## config.mk

```make
export PLATFORM = sky130hd
export DESIGN_NAME = intmatmul_host
export DESIGN_NICKNAME = d
export VERILOG_FILES = /design/src/rtl/intmatmul_host.sv
export SDC_FILE = /design/constraint.sdc
export NUM_CORES = 1
export LEC_CHECK = 0
export ABC_AREA = 1
export CAP_MARGIN = 40
export CORE_UTILIZATION = 45
export CTS_CLUSTER_DIAMETER = 60
export DETAILED_ROUTE_END_ITERATION = 8
export PLACE_DENSITY = 0.71
export SYNTH_ARGS = -nofsm -noshare
export SYNTH_HDL_FRONTEND = slang
export SYNTH_SLANG_ARGS = --single-unit
```

## constraint.sdc

```tcl
create_clock -name Clk -period 5.5 [get_ports Clk]
set_input_delay 1.1 -clock Clk [delete_from_list [all_inputs] [get_ports Clk]]
set_output_delay 1.1 -clock Clk [all_outputs]
set_load 0.02 [all_outputs]
```

## src/rtl/intmatmul_host.sv

```systemverilog
// Bus initiator that loads an N x N matrix and a vector into the matrix unit, then reads N results.
// Define INTMATMUL_SCAN_EN for shift-in scan loading (matrix at Addr 0, vector at Addr 1).
`ifndef GlobalAddrWidth
`define GlobalAddrWidth 16
`endif
`ifndef GlobalDataWidth
`define GlobalDataWidth 16
`endif

module intmatmul_host #(
    parameter int pVectorSize = 4,
    parameter int pWordSize   = 4,
    parameter int pWaitCycles = 2
) (
    input  logic                                         Clk,
    input  logic                                         Reset,
    input  logic                                         Start,
    input  logic [pVectorSize*pVectorSize*pWordSize-1:0] matrixIn,
    input  logic [pVectorSize*pWordSize-1:0]             vectorIn,
    output logic                                         Busy,
    output logic                                         Done,
    output logic [pVectorSize*pWordSize-1:0]             resultOut,
    output logic                                         RD,
    output logic                                         WR,
    output logic [`GlobalAddrWidth-1:0]                  Addr,
    output logic [`GlobalDataWidth-1:0]                  DataOut,
    input  logic [`GlobalDataWidth-1:0]                  DataIn
);

    localparam int N  = pVectorSize;
    localparam int NN = N * N;
    localparam int W  = pWordSize;
    localparam int AW = `GlobalAddrWidth;
    localparam int DW = `GlobalDataWidth;
    localparam int CW = $clog2(NN + pWaitCycles + 1);

`ifdef INTMATMUL_SCAN_EN
    localparam bit Scan = 1'b1;
`else
    localparam bit Scan = 1'b0;
`endif

    typedef enum logic [2:0] {
        S_IDLE, S_WMAT, S_WVEC, S_WAIT, S_RADDR, S_RCAP, S_DONE
    } state_t;

    state_t              state_q;
    logic [CW-1:0]       cnt_q;
    logic [NN*W-1:0]     mat_q;
    logic [N*W-1:0]      vec_q;
    logic [N*W-1:0]      cap_q;
    logic [N*W-1:0]      res_q;
    logic                busy_q;
    logic                done_q;
    logic                rd_q;
    logic                wr_q;
    logic [AW-1:0]       addr_q;
    logic [DW-1:0]       dout_q;

    logic [CW-1:0]       nxt;
    logic [N*W-1:0]      cap_d;
    logic                unused_datain;

    assign nxt           = cnt_q + CW'(1);
    assign unused_datain = ^DataIn[DW-1:W];

    // Slot being read this cycle merged in, so the last result can be published with Done.
    always_comb begin
        cap_d = cap_q;
        cap_d[cnt_q*W +: W] = DataIn[W-1:0];
    end

    always_ff @(posedge Clk or posedge Reset) begin
        if (Reset) begin
            state_q <= S_IDLE;
            cnt_q   <= '0;
            mat_q   <= '0;
            vec_q   <= '0;
            cap_q   <= '0;
            res_q   <= '0;
            busy_q  <= 1'b0;
            done_q  <= 1'b0;
            rd_q    <= 1'b0;
            wr_q    <= 1'b0;
            addr_q  <= '0;
            dout_q  <= '0;
        end else begin
            unique case (state_q)
                S_IDLE: begin
                    done_q <= 1'b0;
                    if (Start) begin
                        mat_q   <= matrixIn;
                        vec_q   <= vectorIn;
                        cnt_q   <= '0;
                        busy_q  <= 1'b1;
                        wr_q    <= 1'b1;
                        addr_q  <= '0;
                        dout_q  <= DW'(matrixIn[W-1:0]);
                        state_q <= S_WMAT;
                    end
                end
                S_WMAT: begin
                    if (cnt_q == CW'(NN - 1)) begin
                        cnt_q   <= '0;
                        addr_q  <= Scan ? AW'(1) : AW'(NN);
                        dout_q  <= DW'(vec_q[W-1:0]);
                        state_q <= S_WVEC;
                    end else begin
                        cnt_q  <= nxt;
                        addr_q <= Scan ? AW'(0) : AW'(nxt);
                        dout_q <= DW'(mat_q[nxt*W +: W]);
                    end
                end
                S_WVEC: begin
                    if (cnt_q == CW'(N - 1)) begin
                        cnt_q   <= '0;
                        wr_q    <= 1'b0;
                        addr_q  <= '0;
                        dout_q  <= '0;
                        state_q <= S_WAIT;
                    end else begin
                        cnt_q  <= nxt;
                        addr_q <= Scan ? AW'(1) : AW'(NN) + AW'(nxt);
                        dout_q <= DW'(vec_q[nxt*W +: W]);
                    end
                end
                S_WAIT: begin
                    if (cnt_q == CW'(pWaitCycles - 1)) begin
                        cnt_q   <= '0;
                        rd_q    <= 1'b1;
                        addr_q  <= '0;
                        state_q <= S_RADDR;
                    end else begin
                        cnt_q <= nxt;
                    end
                end
                S_RADDR: begin
                    state_q <= S_RCAP;
                end
                S_RCAP: begin
                    cap_q <= cap_d;
                    if (cnt_q == CW'(N - 1)) begin
                        cnt_q   <= '0;
                        rd_q    <= 1'b0;
                        addr_q  <= '0;
                        res_q   <= cap_d;
                        done_q  <= 1'b1;
                        state_q <= S_DONE;
                    end else begin
                        cnt_q   <= nxt;
                        addr_q  <= AW'(nxt);
                        state_q <= S_RADDR;
                    end
                end
                S_DONE: begin
                    done_q  <= 1'b0;
                    busy_q  <= 1'b0;
                    state_q <= S_IDLE;
                end
                default: state_q <= S_IDLE;
            endcase
        end
    end

    assign Busy      = busy_q;
    assign Done      = done_q;
    assign resultOut = res_q;
    assign RD        = rd_q;
    assign WR        = wr_q;
    assign Addr      = addr_q;
    assign DataOut   = dout_q;

endmodule

```

==> impl_metrics.env, run 1 <==
export IMPL_num_io_pins=151
export IMPL_area_growth_pct=26.3
export IMPL_path_cells="clkdlybuf4s50_1, nand2_2, clkinv_2, buf_4, nand2_1, o21ai_0"
export IMPL_cap_violations=0
export IMPL_seq_area_mm2=0.00335
export IMPL_timing_hold_ws_ps=475
export IMPL_tightest_slew_ps=820
export IMPL_grt_pass1_wl_um=27700
export IMPL_cts_root_buffer="clkbuf_16"
export IMPL_reg2reg_from="state_q[0]"
export IMPL_yosysTopAreaCellShare_pct=49.0
export IMPL_power_per_cell_area_mw_per_mm2=595
export IMPL_netlist_top_cell_by_area="dfrtp_1"
export IMPL_routed_wl_um=16200
export IMPL_clk_latency_ps=420
export IMPL_syn_instance_count=882
export IMPL_rsz0062_at_grt="false"
export IMPL_gp_congestion=0.815
export IMPL_num_rows=44
export IMPL_vias_per_cell=4.88
export IMPL_synth_avg_cell_area_um2=7.76
export IMPL_worst_setup_path_end_kind="register"
export IMPL_diodes=0
export IMPL_fill_cells=1336
export IMPL_setup_worst_path_class="in2reg"
export IMPL_drv_slew=0
export IMPL_r2r_end="mat_q[14]"
export IMPL_synth_most_common_cell="nand2_1"
export IMPL_status="finished with violations"
export IMPL_hp_class="reg2reg"
export IMPL_cts_repair_resized=0
export IMPL_min_period_over_period_pct=59.9
export IMPL_worstPathMaxFanout=69
export IMPL_synth_common_cells="nand2_1, dfrtp_1, inv_1, nand3_1, o21ai_0"
export IMPL_portBuffers=116
export IMPL_path_buf_inv=3
export IMPL_synth_edff_count=0
export IMPL_drive_above_1_share_pct=7.59
export IMPL_vias=5788
export IMPL_yosysSeqAreaShare_pct=49.0
export IMPL_reg2reg_depth=8
export IMPL_power_leakage_nw=4.26
export IMPL_instances_no_fill=1185
export IMPL_die_h_um=125
export IMPL_dieArea_mm2=0.0157
export IMPL_hold_violations=0
export IMPL_postRouteAntennaNets=0
export IMPL_multi_input_area_mm2=0.00282
export IMPL_start_util_pct=46.6
export IMPL_final_util_pct=58.9
export IMPL_hpwl_um=11300
export IMPL_postCtsHoldBufs=0
export IMPL_clk_pin_slew_ps=60
export IMPL_cts_buffer_depth=2
export IMPL_required_ps=5770
export IMPL_crit_slowest_cell="clkinv_2"
export IMPL_crit_start="Start"
export IMPL_drtPass1Iterations=9
export IMPL_cp_depth=6
export IMPL_grt_pass1_vias=5690
export IMPL_relSlewSlack_pct=45.3
export IMPL_setup_violations=0
export IMPL_slowest_delay_ps=820
export IMPL_numCtsBuffers=17
export IMPL_crit_family="buffers and inverters"
export IMPL_cts_sinks=134
export IMPL_cts_tree="done"
export IMPL_antenna_found_initial=0
export IMPL_synth_warnings=0
export IMPL_ir_drop_mv=0.279
export IMPL_worstSetupEndpoint="mat_q[14]"
export IMPL_remaining_drc_errors=13
export IMPL_layout_nets=1093
export IMPL_fin_setup_tns_ps=0
export IMPL_async_flop_share_pct=100
export IMPL_yosys_most_used_dff="dfrtp_1"
export IMPL_overflow=0
export IMPL_clock_fmax_mhz=303
export IMPL_synth_ff_latch_count=134
export IMPL_core_area_mm2=0.0147
export IMPL_placed_cells=1153
export IMPL_post_drt_wl_per_cell_um=13.7
export IMPL_start_kind="input pin"
export IMPL_skew_ps=5.42
export IMPL_synth_cell_types=34
export IMPL_htreeDepth=4
export IMPL_hold_path_depth=2
export IMPL_ys_top_cells_by_area="dfrtp_1, nand2_1, nand3_1, o21ai_0, inv_1"
export IMPL_dr_first_iter_drc_count=471
export IMPL_cts_setup_buffers=0
export IMPL_synthesis_area_mm2=0.00685
export IMPL_violations="DRC"
export IMPL_track_usage_pct=22.3
export IMPL_grt_max_degree=70
export IMPL_die_x_um=125
export IMPL_period_needed_ps=3300
export IMPL_cp_arrival_ps=3570
export IMPL_rrSetupSlack_ps=2690
==> per-layer routing <==
layer / wire length (um) / track usage [%] / up-vias
met5: 0 / 0 / -
met1: 7780 / 31.4 / 2654
li1: - / - / 2941
met3: 1020 / 5.39 / 22
met4: 235 / 7.60 / 0
met2: 7220 / 33.8 / 171
==> worst min-delay path by stage <==
stage,startpoint,end,slack (ps)
finish,resultOut[7],resultOut[7],480
global route,resultOut[7],resultOut[7],490
CTS,cap_q[4],cap_q[4],480
detailed placement,resultOut[12],resultOut[12],460
global placement,cap_q[7],cap_q[7],460
floorplan,vec_q[12],vec_q[12],440
==> per-stage QoR <==
stage                     power (W)  cell area, um^2  worst slack (ps)
final                       0.00515             8650              2200
after CTS                   0.00518             8650              2200
after floorplan             0.00331             6930               817
after global routing        0.00558             8650              1980
after detailed placement    0.00403             8060              1740
after global placement      0.00393             8020              1740
==> logic make-up (layout without fill, tap and decap cells) <==
family,Yosys count,in the layout,share of synthesized area [%]
simple gates,449,449,28.1
buf+inv,162,260,11.0
flops,134,134,49.0
compound gates,124,124,9.54
fa+ha+maj,6,6,1.10
xor+xnor,6,6,1.21
other cells,1,22,0.0548
==> layout make-up <==
| class | instances | area share (%) |
|---|---|---|
| Sequential cell | 134 | 38.8 |
| Multi-Input combinational cell | 607 | 32.6 |
| Timing Repair Buffer | 126 | 14.7 |
| Clock buffer | 24 | 5.68 |
| Inverter | 102 | 4.53 |
| Tap cell | 184 | 2.66 |
| Clock inverter | 8 | 1.11 |
==> flip-flops by register name, indices dropped and copies added (netlist names) <==
register,cells
Done,1
cnt_q,5
state_q,3
cap_q,16
mat_q,64
vec_q,16
DataOut,4
RD,1
resultOut,16
Busy,1
Addr,6
WR,1
==> worst register-to-register path, stage by stage (launching register included) <==
cell      delay, ps
dfrtp_1         440
nor2_1           90
nand2_1         110
inv_2            50
nand2_2         450
clkinv_2        840
buf_4           520
nand2_1          90
o21ai_0          70
==> report_power, final <==
part	internal, W	leakage, nW	switching (W)
Clock	0.000712	0.290	0.000414
Sequential	0.00144	1.66	0.000206
Combinational	0.000874	2.31	0.00150
Total	0.00302	4.26	0.00212
==> placed cells by master, fill, tap and decap left out, drive strengths merged <==
cell / instances
o2111ai: 1
nand4: 1
bufinv: 2
dfrtp: 134
o22ai: 7
clkinvlp: 1
clkinv: 6
clkbuf: 24
nand2: 316
a21oi: 16
conb: 22
nor2: 38
inv: 101
xnor2: 1
o211ai: 2
nand3b: 1
o21ai: 98
nor3: 8
nand3: 85
clkdlybuf4s50: 116
buf: 10
xor2: 5
ha: 6
No activity file was read; power rests on OpenSTA's default activity.
==> inputs of run 2 (changes only) <==
--- a/config.mk
+++ b/config.mk
@@ -10,7 +10,7 @@
 export CORE_UTILIZATION = 45
 export CTS_CLUSTER_DIAMETER = 60
 export DETAILED_ROUTE_END_ITERATION = 8
-export PLACE_DENSITY = 0.71
+export PLACE_DENSITY = 0.74
 export SYNTH_ARGS = -nofsm -noshare
 export SYNTH_HDL_FRONTEND = slang
 export SYNTH_SLANG_ARGS = --single-unit
==> constraint.sdc (replaced) <==
create_clock -name Clk -period 2.7 [get_ports Clk]
set_input_delay 0.54 -clock Clk [delete_from_list [all_inputs] [get_ports Clk]]
set_output_delay 0.54 -clock Clk [all_outputs]
set_load 0.02 [all_outputs]
==> run 2 against run 1 <==
Effect of this change: the run still ends with DRC left; register-to-register slack got worse by 2300 ps; clock power rose by 110%; setup slack got worse by 1800 ps; power rose by 110%; utilization rose by 0.52 points; die area did not move; largest cell class unchanged.
==> impl_metrics.env, run 2 (synthesized netlist as in run 1, its figures left out) <==
export IMPL_status="finished with violations"
export IMPL_violations="DRC"
export IMPL_setup_worst_path_class="reg2reg"
export IMPL_cts_repair_resized=0
export IMPL_cts_sinks=134
export IMPL_path_cells="inv_1, ha_1, nand2_1, nor2_1, ha_1, nor3_2, nand4_1, o21ai_1, o21ai_0"
export IMPL_remaining_drc_errors=11
export IMPL_crit_top_cell="ha_1"
export IMPL_crit_family="simple AND/OR/NAND/NOR gates"
export IMPL_track_usage_pct=22.1
export IMPL_setup_violations=0
export IMPL_overflow=0
export IMPL_hold_violations=0
export IMPL_path_buf_inv=1
export IMPL_worst_setup_path_end_kind="register"
export IMPL_portBuffers=116
export IMPL_placed_cells=1158
export IMPL_start_util_pct=46.6
export IMPL_htreeDepth=4
export IMPL_die_h_um=125
export IMPL_instances_no_fill=1189
export IMPL_cts_setup_buffers=0
export IMPL_post_drt_wl_per_cell_um=13.7
export IMPL_drv_slew=0
export IMPL_reg2reg_depth=9
export IMPL_drtPass1Iterations=9
export IMPL_num_rows=44
export IMPL_area_growth_pct=27.5
export IMPL_numCtsBuffers=17
export IMPL_dr_first_iter_drc_count=497
export IMPL_drive_above_1_share_pct=7.86
export IMPL_grt_max_degree=78
export IMPL_clk_pin_slew_ps=60
export IMPL_power_w=0.0106
export IMPL_layout_common_cells="nand2_1, dfrtp_1, clkdlybuf4s50_1"
export IMPL_num_io_pins=151
export IMPL_required_ps=2980
export IMPL_vias=5856
export IMPL_gp_congestion=0.837
export IMPL_regMostFlops="mat_q"
export IMPL_cp_arrival_ps=2560
export IMPL_antenna_found_initial=0
export IMPL_period_needed_ps=2280
export IMPL_final_common_cell="nand2_1"
export IMPL_power_per_cell_area_mw_per_mm2=1220
export IMPL_start_kind="register"
export IMPL_tightest_slew_ps=587
export IMPL_vias_per_cell=4.93
export IMPL_clock_fmax_mhz=439
export IMPL_diodes=0
export IMPL_cts_buffer_depth=2
export IMPL_postRouteAntennaNets=0
export IMPL_ir_drop_mv=0.680
export IMPL_power_leakage_nw=4.28
export IMPL_slowest_delay_ps=390
export IMPL_final_area_mm2=0.00873
export IMPL_core_area_mm2=0.0147
export IMPL_cts_tree="done"
export IMPL_grt_pass1_wl_um=27200
export IMPL_postCtsHoldBufs=0
export IMPL_cp_depth=9
export IMPL_routed_wl_um=16300
export IMPL_skew_ps=5.97
export IMPL_dpl_cell_area_mm2=0.00813
export IMPL_rsz0062_at_grt="false"
export IMPL_die_x_um=125
export IMPL_cap_violations=0
export IMPL_min_period_over_period_pct=84.4
export IMPL_crit_slowest_cell="dfrtp_1"
export IMPL_dieArea_mm2=0.0157
export IMPL_cts_root_buffer="clkbuf_16"
export IMPL_hp_class="in2async"
export IMPL_worstPathMaxFanout=8
export IMPL_layout_nets=1098
export IMPL_fin_setup_tns_ps=0
export IMPL_grt_pass1_vias=5568
export IMPL_relSlewSlack_pct=60.8
export IMPL_largest_register_ffs=64
export IMPL_clk_latency_ps=420
export IMPL_hpwl_um=11300
[run 2: cell count changes in the layout (fill, tap and decap cells not counted)]
cell | previous run | this run
buf_16 | 1 | 0
inv_4 | 1 | 0
clkinv_4 | 1 | 0
buf_12 | 1 | 5
clkbuf_1 | 3 | 4
clkbuf_8 | 4 | 0
buf_4 | 8 | 10
bufinv_16 | 2 | 4
clkinvlp_4 | 1 | 3
[run 2: worst register-to-register path, cell delays in order, from the launching register on]
cell and delay, ps:
dfrtp_1 390, inv_1 160, ha_1 260, nand2_1 100, nor2_1 110, ha_1 260, nor3_2 150, nand4_1 310
o21ai_1 290, o21ai_0 100
[run 2: report_power, final]
| part | total, W | internal [W] | switching (W) |
|---|---|---|---|
| logic | 0.00487 | 0.00182 | 0.00305 |
| registers | 0.00337 | 0.00293 | 0.000448 |
| clock network | 0.00237 | 0.00153 | 0.000842 |
[run 2: final timing paths]
| check | to | from | slack, ps |
|---|---|---|---|
| min in group Clk | vec_q[15] | vec_q[15] | 470 |
| hold / removal | resultOut[11] | Reset | 380 |
| max in group asynchronous | mat_q[5] | Reset | 1700 |
| setup reg to reg | cap_q[2] | cnt_q[1] | 420 |
| setup / recovery | cap_q[2] | cnt_q[1] | 420 |
| hold reg to reg | vec_q[15] | vec_q[15] | 470 |
[run 2: cell type report]
class                      instances  area [um^2]
fill                            1291         5970
sequential                       134         3350
multi-input combinational        607         2820
timing repair buffer             131         1340
clock buffer                      21          440
inverter                         102          393
tap                              184          230
clock inverter                    10          155
[run 2: per-stage QoR]
stage | setup slack (ps) | hold slack (ps) | util (%)
after floorplan | 286 | 444 | -
after CTS | 409 | 376 | 59.4
final | 420 | 383 | 59.4
after detailed placement | 418 | 465 | 55.3
after global placement | 481 | 455 | 55.3
after global routing | 203 | 386 | 59.4
[run 2: per-layer routing]
layer / global-route usage [%] / vias to the layer above / share of wire (%)
met5: 0 / - / 0
met4: 8.25 / 0 / 1.5
met3: 4.24 / 18 / 4.7
met2: 34.0 / 143 / 45
met1: 31.1 / 2743 / 48
li1: - / 2952 / -
==> inputs of run 3 (changes only) <==
==> constraint.sdc (replaced) <==
create_clock -name Clk -period 1.85 [get_ports Clk]
set_input_delay 0.37 -clock Clk [delete_from_list [all_inputs] [get_ports Clk]]
set_output_delay 0.37 -clock Clk [all_outputs]
set_load 0.02 [all_outputs]
==> run 3 against run 2 <==
Effect of this change: the flow finishes with violations (DRC, setup timing); sequential cell count unchanged; global-route usage is 0.92 points higher; maximum frequency is 15% higher; largest power group unchanged.
==> impl_metrics.env, run 3 (synthesized netlist as in run 1, its figures left out) <==
export IMPL_final_area_mm2=0.00941
export IMPL_timing_hold_ws_ps=251
export IMPL_worst_setup_path_end_kind="register"
export IMPL_r2r_end="cap_q[0]"
export IMPL_start_util_pct=46.6
export IMPL_htreeDepth=4
export IMPL_rsz0062_at_grt="true"
export IMPL_crit_slowest_cell="dfrtp_1"
export IMPL_grt_pass1_vias=5722
export IMPL_cp_arrival_ps=2310
export IMPL_grt_use_met2_pct=34.2
export IMPL_power_per_cell_area_mw_per_mm2=1770
export IMPL_num_io_pins=151
export IMPL_die_h_um=125
export IMPL_layout_common_cells="nand2_1, dfrtp_1, clkdlybuf4s50_1"
export IMPL_grt_use_met3_pct=5.39
export IMPL_vias_per_cell=4.93
export IMPL_fin_setup_tns_ps=-2730
export IMPL_dp_slack_ps=-160
export IMPL_portBuffers=116
export IMPL_cts_buffer_depth=2
export IMPL_gp_congestion=0.845
export IMPL_ir_drop_mv=1.10
export IMPL_dieArea_mm2=0.0157
export IMPL_diodes=0
export IMPL_grt_pass1_wl_um=28400
export IMPL_reg2reg_depth=11
export IMPL_antenna_found_initial=0
export IMPL_core_area_mm2=0.0147
export IMPL_postRouteAntennaNets=0
export IMPL_path_cells="inv_2, ha_4, nand2_2, nor2_1, ha_1, nor3_2, nand4_1, buf_6, o21ai_4, inv_2, o21ai_2"
export IMPL_drtPass1Iterations=9
export IMPL_cts_root_buffer="clkbuf_16"
export IMPL_violations="DRC, setup timing"
export IMPL_hold_violations=0
export IMPL_routed_wl_um=17200
export IMPL_rrSetupSlack_ps=-130
export IMPL_hp_class="in2async"
export IMPL_required_ps=2190
export IMPL_skew_ps=5.07
export IMPL_setup_violations=36
export IMPL_layout_setup_ws_ps=-126
export IMPL_remaining_drc_errors=11
export IMPL_worstPathMaxFanout=8
export IMPL_track_usage_pct=23.0
export IMPL_final_common_cell="nand2_1"
export IMPL_period_needed_ps=1980
export IMPL_num_rows=44
export IMPL_crit_top_cell="inv_2"
export IMPL_overflow=0
export IMPL_dpl_cell_area_mm2=0.00846
export IMPL_largest_register_ffs=64
export IMPL_clock_fmax_mhz=506
export IMPL_cts_tree="done"
export IMPL_area_growth_pct=37.5
export IMPL_postCtsHoldBufs=0
export IMPL_post_drt_wl_per_cell_um=14.0
export IMPL_setup_worst_path_class="reg2reg"
export IMPL_dr_first_iter_drc_count=468
export IMPL_drive_above_1_share_pct=16.8
export IMPL_reg2reg_from="cnt_q[1]"
export IMPL_power_leakage_nw=4.59
export IMPL_min_period_over_period_pct=107
export IMPL_cts_sinks=134
export IMPL_start_kind="register"
export IMPL_layout_nets=1137
export IMPL_clk_pin_slew_ps=60
export IMPL_crit_start="cnt_q[1]"
export IMPL_regMostFlops="mat_q"
export IMPL_cap_violations=0
export IMPL_die_x_um=125
export IMPL_vias=6059
export IMPL_clk_latency_ps=420
export IMPL_numCtsBuffers=17
export IMPL_slowest_delay_ps=410
export IMPL_hpwl_um=11900
export IMPL_drv_slew=0
export IMPL_busiest_layer="met2"
export IMPL_use_met1_pct=32.8
export IMPL_status="finished with violations"
export IMPL_grt_max_degree=41
## run 3: cell count changes in the layout (fill, tap and decap cells not counted), sizes merged
cell	change
buf	+38
clkbuf	+2
clkdlybuf4s50	-1
clkinvlp	-1
dlymetal6s2s	+1
nor2	+1
## run 3: per-stage QoR
step,instances,utilization [%],power (W)
3_5_place_dp,1189,57.6,0.0125
4_1_cts,1226,62.8,0.0164
2_1_floorplan,903,-,0.0102
6_report,1229,64.0,0.0167
3_3_place_gp,1189,57.6,0.0124
5_1_grt,1229,64.0,0.0179
## run 3: final cells by class
cell class,instances,area (um^2)
Clock buffer,23,478
Clock inverter,9,148
Fill cell,1209,5290
Inverter,102,400
Multi-Input combinational cell,608,3110
Sequential cell,134,3360
Tap cell,184,230
Timing Repair Buffer,169,1690
## run 3: report_power, final
part	internal (W)	leakage (nW)	switching, W
registers	0.00427	1.66	0.000659
logic	0.00323	2.63	0.00495
clock network	0.00235	0.307	0.00122
## run 3: worst max-delay path: cells and delay by family (launching register included)
family	cells	cell delay, ps
AND/OR/NAND/NOR	4	430
flip-flops	1	410
adder cells (fa/ha/maj)	2	400
buffers and inverters	3	380
AO/OA/AOI/OAI	2	280
## run 3: routing by layer
layer,part of all wire (%),routed length (um)
met1,47,8020
met2,45,7770
met3,6.3,1080
met4,1.7,287
met5,0,0
## run 3: what timing repair did
item	4_1_cts	5_1_grt
cloned	1	0
gates resized for setup	34	42
pin swaps	16	11
endpoints found under the setup margin	47	52
buffers inserted	4	3
## run 3: worst max path at each step
stage / depth (start not counted) / endpoint
after floorplan: 15 / cap_q[15]
after global placement: 13 / resultOut[7]
after detailed placement: 13 / resultOut[6]
after CTS: 13 / resultOut[6]
after global routing: 13 / resultOut[6]
final: 11 / cap_q[0]
